--- src/rtl/ula_multiciclo.sv ---
// ula_multiciclo: RISC-V ALU, single-cycle logic/add/shift/compare plus iterative MUL/MULHU and (with ULA_DIV_EN) DIV/DIVU/REM/REMU.
// Latency: 1 cycle from accept for single-cycle ops and divide special cases, WIDTH+1 cycles for multiply/divide.
// Backpressure: in_ready only while idle; result and flags are held stable in PRONTO until out_ready.
module ula_multiciclo #(
   parameter int WIDTH = 32,
   parameter int SHW   = $clog2(WIDTH)
) (
   input  logic             clk,
   input  logic             rst,
   input  logic             in_valid,
   output logic             in_ready,
   input  logic [WIDTH-1:0] in1,
   input  logic [WIDTH-1:0] in2,
   input  logic [3:0]       ula_control,
   output logic             out_valid,
   input  logic             out_ready,
   output logic [WIDTH-1:0] ula_result,
   output logic             zero_flag,
   output logic             div_zero,
   output logic             op_invalid
);

   typedef enum logic [1:0] {OCIOSO, CALC, PRONTO} state_t;

   state_t             state;
   logic [3:0]         op_q;
   logic [WIDTH-1:0]   b_q;        // multiplicand or divisor magnitude
   logic [2*WIDTH-1:0] prod;       // product register / {remainder, quotient}
   logic [2*WIDTH-1:0] step_prod;
   logic [SHW:0]       cnt;
   logic [WIDTH-1:0]   imm_res;
   logic [WIDTH-1:0]   fin_res;
   logic               imm_multi;
   logic               imm_dz;
   logic               imm_inv;
   logic [WIDTH:0]     mul_sum;
   logic [SHW-1:0]     shamt;

   assign shamt    = in2[SHW-1:0];
   assign in_ready = (state == OCIOSO) && !rst;

`ifdef ULA_DIV_EN
   logic             sgn_op;
   logic             a_neg;
   logic             b_neg;
   logic             ovf;
   logic             neg_q;
   logic             neg_r;
   logic [WIDTH-1:0] mag1;
   logic [WIDTH-1:0] mag2;
   logic [WIDTH:0]   r_sh;
   logic [WIDTH:0]   diff;

   // DIV/REM are signed (opcode bit 0 clear); the divider works on magnitudes.
   assign sgn_op = ~ula_control[0];
   assign a_neg  = sgn_op & in1[WIDTH-1];
   assign b_neg  = sgn_op & in2[WIDTH-1];
   assign mag1   = a_neg ? -in1 : in1;
   assign mag2   = b_neg ? -in2 : in2;
   assign ovf    = sgn_op && (in1 == {1'b1, {(WIDTH-1){1'b0}}}) && (in2 == '1);
`endif

   // Result of everything that completes at capture, and whether the op needs iteration.
   always_comb begin
      imm_res   = '0;
      imm_multi = 1'b0;
      imm_dz    = 1'b0;
      imm_inv   = 1'b0;
      case (ula_control)
         4'b0000: imm_res = in1 & in2;
         4'b0001: imm_res = in1 | in2;
         4'b0010: imm_res = in1 + in2;
         4'b0011: imm_res = in1 << shamt;
         4'b0100: imm_res = in1 - in2;
         4'b0101: imm_res = in1 >> shamt;
         4'b0111: imm_res = in1 ^ in2;
         4'b1000: imm_res = {{(WIDTH-1){1'b0}}, $signed(in1) < $signed(in2)};
         4'b1001: imm_res = {{(WIDTH-1){1'b0}}, in1 < in2};
         4'b1010: imm_res = $signed(in1) >>> shamt;
         4'b0110, 4'b1011: imm_multi = 1'b1;
         default: begin
`ifdef ULA_DIV_EN
            if (in2 == '0) begin
               imm_dz  = 1'b1;
               imm_res = ula_control[1] ? in1 : '1;
            end else if (ovf) begin
               imm_res = ula_control[1] ? '0 : in1;
            end else begin
               imm_multi = 1'b1;
            end
`else
            imm_inv = 1'b1;
`endif
         end
      endcase
   end

   // One shift-add multiply step, or one restoring-divide step for opcodes 11xx.
   always_comb begin
      mul_sum   = {1'b0, prod[2*WIDTH-1:WIDTH]} + (prod[0] ? {1'b0, b_q} : '0);
      step_prod = {mul_sum, prod[WIDTH-1:1]};
`ifdef ULA_DIV_EN
      r_sh = {prod[2*WIDTH-1:WIDTH], prod[WIDTH-1]};
      diff = r_sh - {1'b0, b_q};
      if (op_q[3:2] == 2'b11) begin
         if (!diff[WIDTH]) step_prod = {diff[WIDTH-1:0], prod[WIDTH-2:0], 1'b1};
         else              step_prod = {r_sh[WIDTH-1:0], prod[WIDTH-2:0], 1'b0};
      end
`endif
   end

   // Pick the result half after the last step and apply the divide sign fix-up.
   always_comb begin
      fin_res = (op_q == 4'b1011) ? step_prod[2*WIDTH-1:WIDTH] : step_prod[WIDTH-1:0];
`ifdef ULA_DIV_EN
      if (op_q[3:2] == 2'b11) begin
         if (op_q[1]) fin_res = neg_r ? -step_prod[2*WIDTH-1:WIDTH] : step_prod[2*WIDTH-1:WIDTH];
         else         fin_res = neg_q ? -step_prod[WIDTH-1:0] : step_prod[WIDTH-1:0];
      end
`endif
   end

   // Control FSM with registered result, flags and out_valid.
   always_ff @(posedge clk) begin
      if (rst) begin
         state      <= OCIOSO;
         out_valid  <= 1'b0;
         ula_result <= '0;
         zero_flag  <= 1'b0;
         div_zero   <= 1'b0;
         op_invalid <= 1'b0;
      end else begin
         case (state)
            OCIOSO: if (in_valid) begin
               op_q       <= ula_control;
               div_zero   <= imm_dz;
               op_invalid <= imm_inv;
               if (imm_multi) begin
                  cnt   <= (SHW+1)'(WIDTH);
                  state <= CALC;
`ifdef ULA_DIV_EN
                  if (ula_control[3:2] == 2'b11) begin
                     b_q   <= mag2;
                     prod  <= {{WIDTH{1'b0}}, mag1};
                     neg_q <= a_neg ^ b_neg;
                     neg_r <= a_neg;
                  end else begin
                     b_q  <= in1;
                     prod <= {{WIDTH{1'b0}}, in2};
                  end
`else
                  b_q  <= in1;
                  prod <= {{WIDTH{1'b0}}, in2};
`endif
               end else begin
                  ula_result <= imm_res;
                  zero_flag  <= (imm_res == '0);
                  out_valid  <= 1'b1;
                  state      <= PRONTO;
               end
            end
            CALC: begin
               prod <= step_prod;
               cnt  <= cnt - {{SHW{1'b0}}, 1'b1};
               if (cnt == {{SHW{1'b0}}, 1'b1}) begin
                  ula_result <= fin_res;
                  zero_flag  <= (fin_res == '0);
                  out_valid  <= 1'b1;
                  state      <= PRONTO;
               end
            end
            PRONTO: if (out_ready) begin
               out_valid <= 1'b0;
               state     <= OCIOSO;
            end
            default: state <= OCIOSO;
         endcase
      end
   end

endmodule

--- config.mk ---
export PLATFORM = sky130hd
export DESIGN_NAME = ula_multiciclo
export DESIGN_NICKNAME = d
export VERILOG_FILES = /design/src/rtl/ula_multiciclo.sv
export SDC_FILE = /design/constraint.sdc
export NUM_CORES = 1
export LEC_CHECK = 0
export CAP_MARGIN = 25
export CORE_MARGIN = 8
export CORE_UTILIZATION = 40
export CTS_CLUSTER_SIZE = 12
export DETAILED_ROUTE_END_ITERATION = 6
export PLACE_DENSITY = 0.59
export SYNTH_ARGS = -nofsm -noshare
export SYNTH_HDL_FRONTEND = slang
export SYNTH_SLANG_ARGS = --single-unit
--- constraint.sdc ---
create_clock -name clk -period 8 [get_ports clk]
set_clock_uncertainty 0.2 [all_clocks]
set_input_delay 0.8 -clock clk [delete_from_list [all_inputs] [get_ports clk]]
set_output_delay 0.8 -clock clk [all_outputs]
set_load 0.01 [all_outputs]
==> results of run 1 <==
cell usage after synthesis (23+ instances only):
cell type and count:
o21a_1 25, a21oi_1 182, clkbuf_1 103, nor2b_1 28
mux2i_1 73, xnor2_1 25, nand4_1 31, nor3_1 65
nand3_1 46, nand2b_1 23, o31ai_1 24, buf_2 34
dfxtp_1 37, and2_1 45, edfxtp_1 106, a211oi_1 39
nand2_1 272, mux4_2 27, inv_1 104, mux2_2 28
o211ai_1 44, a221oi_1 25, nor2_1 240, ha_1 143
o21ai_0 165
placed cells by master (no fill, tap or decap), drive strengths merged, types with 10 or more instances in the layout:
cell and instances:
or2 15, or3 13, mux2i 76, and3 11, a221o 10, o31ai 24, nand3 46, a2111oi 16
o22ai 21, ha 143, a211oi 42, nand4 31, nor2 240, o21a 25, nor4 23, a221oi 28
o211ai 44, clkdlybuf4s50 101, clkbuf 20, inv 108, mux2 29, dfxtp 37, buf 59, nor3 65
nand2 272, edfxtp 106, a21oi 182, and2 45, xnor2 25, mux4 27, a21o 22, o221ai 18
nor2b 28, xor2 18, a31oi 21, nand2b 23, o21bai 11, o21ai 176, a22oi 14
sequential cells by signal (all words and copies together), names as in the netlist:
signal and flops:
op_q 4, out_valid 1, b_q 32, zero_flag 1, prod 64, state 2, ula_result 32, cnt 6
op_invalid 1
worst max-delay path: stages:
cell and delay [ns]:
clkdlybuf4s50_1 0.97, buf_4 0.45, nor4_2 0.13, buf_4 0.25, a221oi_1 0.71, o21ai_0 0.26, a221o_1 0.33, a221oi_2 0.43
o21ai_1 0.27, or4b_1 0.54, a211o_1 0.26, nor4_1 0.32, a31oi_1 0.14, o21ai_1 0.08
where the power goes:
group	leakage [nW]	switching [mW]	internal, mW	total, mW
logic	6.20	0.691	0.353	1.04
clock network	0.253	0.336	0.429	0.765
registers	1.27	0.0162	0.821	0.837
per-stage QoR:
stage	cell area (sq um)	std cells	power [mW]	setup slack [ns]
2_1_floorplan	18200	2356	1.47	0.865
3_3_place_gp	19600	2944	1.86	1.84
3_5_place_dp	19700	2946	1.86	1.91
4_1_cts	20200	2978	2.62	2.31
5_1_grt	20200	2978	2.74	1.93
6_report	20200	2978	2.65	2.19
layout make-up:
| cell class | instances | area (sq um) |
|---|---|---|
| Timing Repair Buffer | 160 | 1460 |
| Clock buffer | 20 | 437 |
| Tap cell | 600 | 751 |
| Multi-Input combinational cell | 1935 | 13100 |
| Clock inverter | 12 | 113 |
| Sequential cell | 143 | 3920 |
| Fill cell | 4564 | 24900 |
| Inverter | 108 | 405 |
layer usage:
metal	share of wire, %	vias up	global-route usage (%)
met3	7.8	205	5.23
met2	45	1137	50.7
li1	-	8804	-
met1	43	9649	42.6
met5	0.015	-	0
met4	4.7	2	13.6
worst max path at each step:
stage	cells after the start	endpoint	slack, ns	from
finish	14	zero_flag	2.19	ula_control[2]
global route	15	zero_flag	1.93	prod[0]
CTS	15	zero_flag	2.31	prod[0]
detailed placement	16	zero_flag	1.91	in2[4]
global placement	14	zero_flag	1.84	ula_control[2]
floorplan	6	cnt[0]	0.86	ula_control[1]
cells by family after synthesis:
logic type | Yosys count | share of synthesized area [%]
adders and majority gates | 146 | 10.2
and+or+nand+nor | 856 | 22.3
DFF | 143 | 21.6
buffers and inverters | 278 | 6.33
AOI/OAI and AO/OA | 757 | 27.9
xor gates and xnor gates | 43 | 2.07
muxes | 132 | 9.56
other | 1 | 0.0206
==> reports/results.tsv, run 1 <==
stage	metric	value	unit
sta	Least-Margin Pin Slew	1.05	ns
sta	Fmax	172	MHz
sta	Final setup viols	0	
logic_synthesis	synthesized net count	2574	
clock_tree	post-cts hold buffer count	0	
clock_tree	CTS max path bufs	2	
detailed_routing	DRC Markers	0	
clock_tree	Clk Latency, worst-skew pair	0.44	ns
detailed_routing	drt pass-1 iters	7	
detailed_routing	Antenna Nets Post-Route	0	
logic_synthesis	Post-synth EDFFs	106	
sta	Slew Viols, Final	0	
die	IO Pins	109	
setup_path	flop2flop setup slack	2.42	ns
clock_tree	CTS HTree Levels	4	
grt	Global Route Usage Sum	32.0	%
place	Post-DP HPWL	68.6	mm
worst_hold_path	Hold Crit Depth	2	
detailed_routing	initial DRC count	2541	
logic_synthesis	Avg Cell Area, Syn	7.71	sq um
sta	Hold Fails Final Rpt	0	
sta	final setup TNS	0	ns
clock_tree	number of gates resized after CTS	0	
detailed_routing	Avg WL per Cell	29.5	um
logic_synthesis	synthesized area	0.0182	sq mm
layout	ant diodes	0	
sta	worst hold slack	0.252	ns
clock_tree	root buffer selected by CTS	clkbuf_16	
logic_synthesis	Post-synth top flop	edfxtp_1	
die	Chip Height	229	um
clock_tree	clock slew at reported path FFs	0.06	ns
worst_hold_path	HP Class	flip-flop to flip-flop	
layout	final net count	2583	
logic_synthesis	Yosys reg bits	143	
die	Die X	229	um
sta	RSZ-0062 raised after global routing	false	
setup_path	Required @ worst endpoint	8.16	ns
logic_synthesis	cells after synthesis	2356	
logic_synthesis	cell taking the most area after synthesis	edfxtp_1	
flow_run	max cap viols	0	
sta	Slew HR	29.6	%
logic_synthesis	synth warn	0	
logic_synthesis	register area share after synthesis	21.6	%
clock_tree	Clock Sinks	143	
grt	vias in the first global route	18700	
logic_synthesis	Synth area leaders	edfxtp_1 18%, ha_1 9.8%, nand2_1 5.6%, a21oi_1 5.0%, nor2_1 5.0%	
setup_path	CP Capture Type	flip-flop	
logic_synthesis	post-synth cell types	96	
clock_tree	CTS tree	built	
outcome	outcome	finished clean	
sta	Period minus WS final	5.81	ns
power	leakage	7.72	nW
grt	global-route wire length before repair	128	mm
grt	largest net degree at the start of global routing	76	
setup_path	Worst R2R Path Depth	15	
layout	Finished Core Util	44.8	%
layout	share of post-route cells with drive strength above 1	8.41	%
setup_path	critical path arrival	5.97	ns
place	Final Wtd Congestion	1.05	
layout	synthesis-to-finish area growth	11.3	%
clock_tree	TritonCTS buffer count	17	
worst_hold_path	hold wc startpoint	ula_result[4]	
setup_path	crit path max fanout	20	
logic_synthesis	share of flip-flops with an asynchronous set or reset	0	%
die	Initial Util	40.3	%
grt	GRT overflow	0	
setup_path	r2r endpoint	zero_flag	
die	# rows	78	
die	Core Region	0.0451	sq mm
power	pwr dens	131	mW/mm^2
setup_path	Crit Path Class	primary input to flip-flop	
detailed_routing	drt total wl	88.0	mm
worst_hold_path	Hold Crit Endpoint	ula_result[4]	
grt	initial antenna violation count	1	
detailed_routing	vias per cell	6.65	
place	number of port buffers	107	
detailed_routing	via count	19800	
clock_tree	Post-CTS Setup Inserts	0	
setup_path	startpoint class of the critical path	primary input	
die	die area	0.0525	sq mm
logic_synthesis	Synth top area share	17.5	%
setup_path	r2r startpoint	prod[0]	
power	Max VDD drop	0.000108	V
sta	Final Cycle Share	72.6	%
No activity file was read; power rests on OpenSTA's default activity.
==> run 2, diff against run 1 <==
--- a/config.mk
+++ b/config.mk
@@ -10,7 +10,7 @@
 export CORE_UTILIZATION = 40
 export CTS_CLUSTER_SIZE = 12
 export DETAILED_ROUTE_END_ITERATION = 6
-export PLACE_DENSITY = 0.59
+export PLACE_DENSITY = 0.62
 export SYNTH_ARGS = -nofsm -noshare
 export SYNTH_HDL_FRONTEND = slang
 export SYNTH_SLANG_ARGS = --single-unit
==> constraint.sdc (replaced) <==
create_clock -name clk -period 4.95 [get_ports clk]
set_clock_uncertainty 0.2 [all_clocks]
set_input_delay 0.495 -clock clk [delete_from_list [all_inputs] [get_ports clk]]
set_output_delay 0.495 -clock clk [all_outputs]
set_load 0.01 [all_outputs]
==> run 2 against run 1 <==
Against the previous run: worst hold slack lost 0.0028 ns; critical path depth grew 3; cell area grew 8.9%; utilization grew 4.0 points; register-to-register slack lost 2.2 ns; combinational power grew 84%; final cell count grew 7.3%; total power grew 72%; sequential share of layout area shrank 1.6 points; via count grew 4.3%; sequential power grew 61%; non-clock buffer count grew 215; critical endpoint unchanged.
==> reports/results.tsv, run 2 (synthesis gave the netlist of run 1 again) <==
stage	metric	value	unit	change
detailed_routing	vias per cell	6.47		-2.7%
grt	largest net degree at the start of global routing	65		-14%
grt	initial antenna violation count	3		+2
setup_path	Largest stage delay, worst path	0.52	ns	-0.45 ns
sta	worst hold slack	0.249	ns	-0.00283 ns
worst_hold_path	HP Class	flip-flop to flip-flop		
place	Cell Area, Placed	0.0214	sq mm	+8.9%
sta	Fmax	210	MHz	
die	die area	0.0525	sq mm	unchanged
layout	most frequent cells in the layout	272 x nand2_1, 255 x buf_4, 240 x nor2_1, 182 x a21oi_1, 164 x o21ai_0		
clock_tree	number of gates resized after CTS	0		unchanged
flow_run	max cap viols	0		unchanged
layout	final net count	2798		+8.3%
layout	share of post-route cells with drive strength above 1	15.9	%	+7.4 points
outcome	outcome	finished clean		
power	Max VDD drop	0.000213	V	+96%
power	pwr dens	206	mW/mm^2	+58%
setup_path	critical path arrival	4.94	ns	-1.03 ns
sta	Slew Viols, Final	0		unchanged
place	number of port buffers	107		unchanged
clock_tree	TritonCTS buffer count	17		unchanged
setup_path	crit path max fanout	4		-80%
layout	Largest regs	prod (64), b_q (32), ula_result (32)		
detailed_routing	DRC Markers	0		unchanged
detailed_routing	drt pass-1 iters	6		-1
detailed_routing	via count	20700		+4.3%
place	Final Wtd Congestion	1.05		-0.11%
clock_tree	post-cts hold buffer count	0		unchanged
setup_path	CP Capture Type	flip-flop		
die	Core Region	0.0451	sq mm	unchanged
clock_tree	Clock Sinks	143		unchanged
die	# rows	78		unchanged
sta	Final setup viols	0		unchanged
detailed_routing	Avg WL per Cell	29.1	um	-1.5%
clock_tree	clock slew at reported path FFs	0.07	ns	about the same
place	Post-DP HPWL	75.9	mm	+11%
die	Die X	229	um	unchanged
setup_path	startpoint class of the critical path	flip-flop		
grt	Global Route Usage Sum	33.9	%	+2.0 points
power	total power	4.54	mW	+72%
detailed_routing	Antenna Nets Post-Route	0		unchanged
layout	Reg with most FFs	prod		
detailed_routing	drt total wl	93.0	mm	+5.7%
clock_tree	root buffer selected by CTS	clkbuf_16		
die	Initial Util	40.3	%	unchanged
setup_path	CP Cell Sequence	and2_1, ha_1, inv_1, fa_1, nor2b_1, o31a_1, or3_1, a21oi_1, xor2_1, o21ai_0, a2111oi_0, nand3_1, nor4_2, buf_4, nand4_1, or4_1, o21ai_1		
grt	GRT overflow	0		unchanged
layout	synthesis-to-finish area growth	21.2	%	
clock_tree	CTS tree	built		
clock_tree	CTS HTree Levels	4		unchanged
layout	fin area	0.0220	sq mm	+8.9%
setup_path	slowest cell on the critical path	or4_1		
die	Chip Height	229	um	unchanged
layout	commonest non-fill, non-tap cell in the layout	nand2_1		
layout	max reg flops	64		unchanged
sta	final setup TNS	0	ns	unchanged
sta	final worst slack	0.181	ns	-2.01 ns
power	leakage	8.82	nW	+14%
sta	Final Cycle Share	96.3	%	
detailed_routing	initial DRC count	2512		-1.1%
setup_path	Required @ worst endpoint	5.12	ns	-3.04 ns
clock_tree	CTS max path bufs	2		unchanged
die	IO Pins	109		unchanged
setup_path	Crit Path Class	flip-flop to flip-flop		
sta	Period minus WS final	4.77	ns	
grt	vias in the first global route	19900		+6.6%
sta	Hold Fails Final Rpt	0		unchanged
sta	Slew HR	23.6	%	-6.0 points
sta	Least-Margin Pin Slew	1.15	ns	+0.100 ns
place	Post-Place Setup Slack	0.0829	ns	-1.83 ns
clock_tree	Post-CTS Setup Inserts	0		unchanged
clock_tree	Clk Latency, worst-skew pair	0.45	ns	about the same
grt	global-route wire length before repair	135	mm	+5.6%
==> run 2: cell count changes in the layout (fill, tap and decap cells not counted), sizes merged <==
cell           previous run  this run
buf                      59       272
bufinv                    1         2
clkdlybuf4s50           101       103
clkinv                    6         7
clkinvlp                  5         3
diode                     0         1
==> run 2: path summary, 6_finish.rpt <==
kind | startpoint | to | slack [ns] | cells after the start
setup / recovery | b_q[0] | zero_flag | 0.18 | 17
setup reg to reg | b_q[0] | zero_flag | 0.18 | 17
hold / removal | ula_result[14] | ula_result[14] | 0.25 | 2
hold reg to reg | ula_result[14] | ula_result[14] | 0.25 | 2
==> run 2: where the power goes <==
part | switching, mW | internal [mW]
Sequential | 0.0232 | 1.33
Combinational | 1.18 | 0.726
Clock | 0.538 | 0.744
Total | 1.74 | 2.80
==> run 2: metrics by stage <==
stage	utilization [%]	std cells
2_1_floorplan	-	2356
3_3_place_gp	47.5	3160
3_5_place_dp	47.5	3160
4_1_cts	48.8	3192
5_1_grt	48.8	3193
6_report	48.9	3194
==> run 2: worst max-delay path, delay by kind of cell (launching register included) <==
kind | cells | cell delay, ns
compound gates | 5 | 1.35
xor+xnor | 1 | 0.29
fa+ha+maj | 2 | 0.41
buf+inv | 2 | 0.25
flops | 1 | 0.51
simple gates | 7 | 1.69
==> run 2: metal layers <==
metal  GRT usage [%]  share of wire [%]  vias up
li1                -                  -     9208
met1            44.0                 42    10100
met2            55.4                 46     1106
met3            4.77                7.4      206
met4            15.7                5.2        2
met5               0              0.014        -
==> run 2: cell type report <==
cell class,count,area [sq um]
Sequential cell,143,3920
Inverter,108,405
Clock inverter,12,136
Fill cell,4557,23100
Clock buffer,20,437
Multi-Input combinational cell,1935,13100
Timing Repair Buffer,375,3240
Tap cell,600,751
Antenna cell,1,2.50
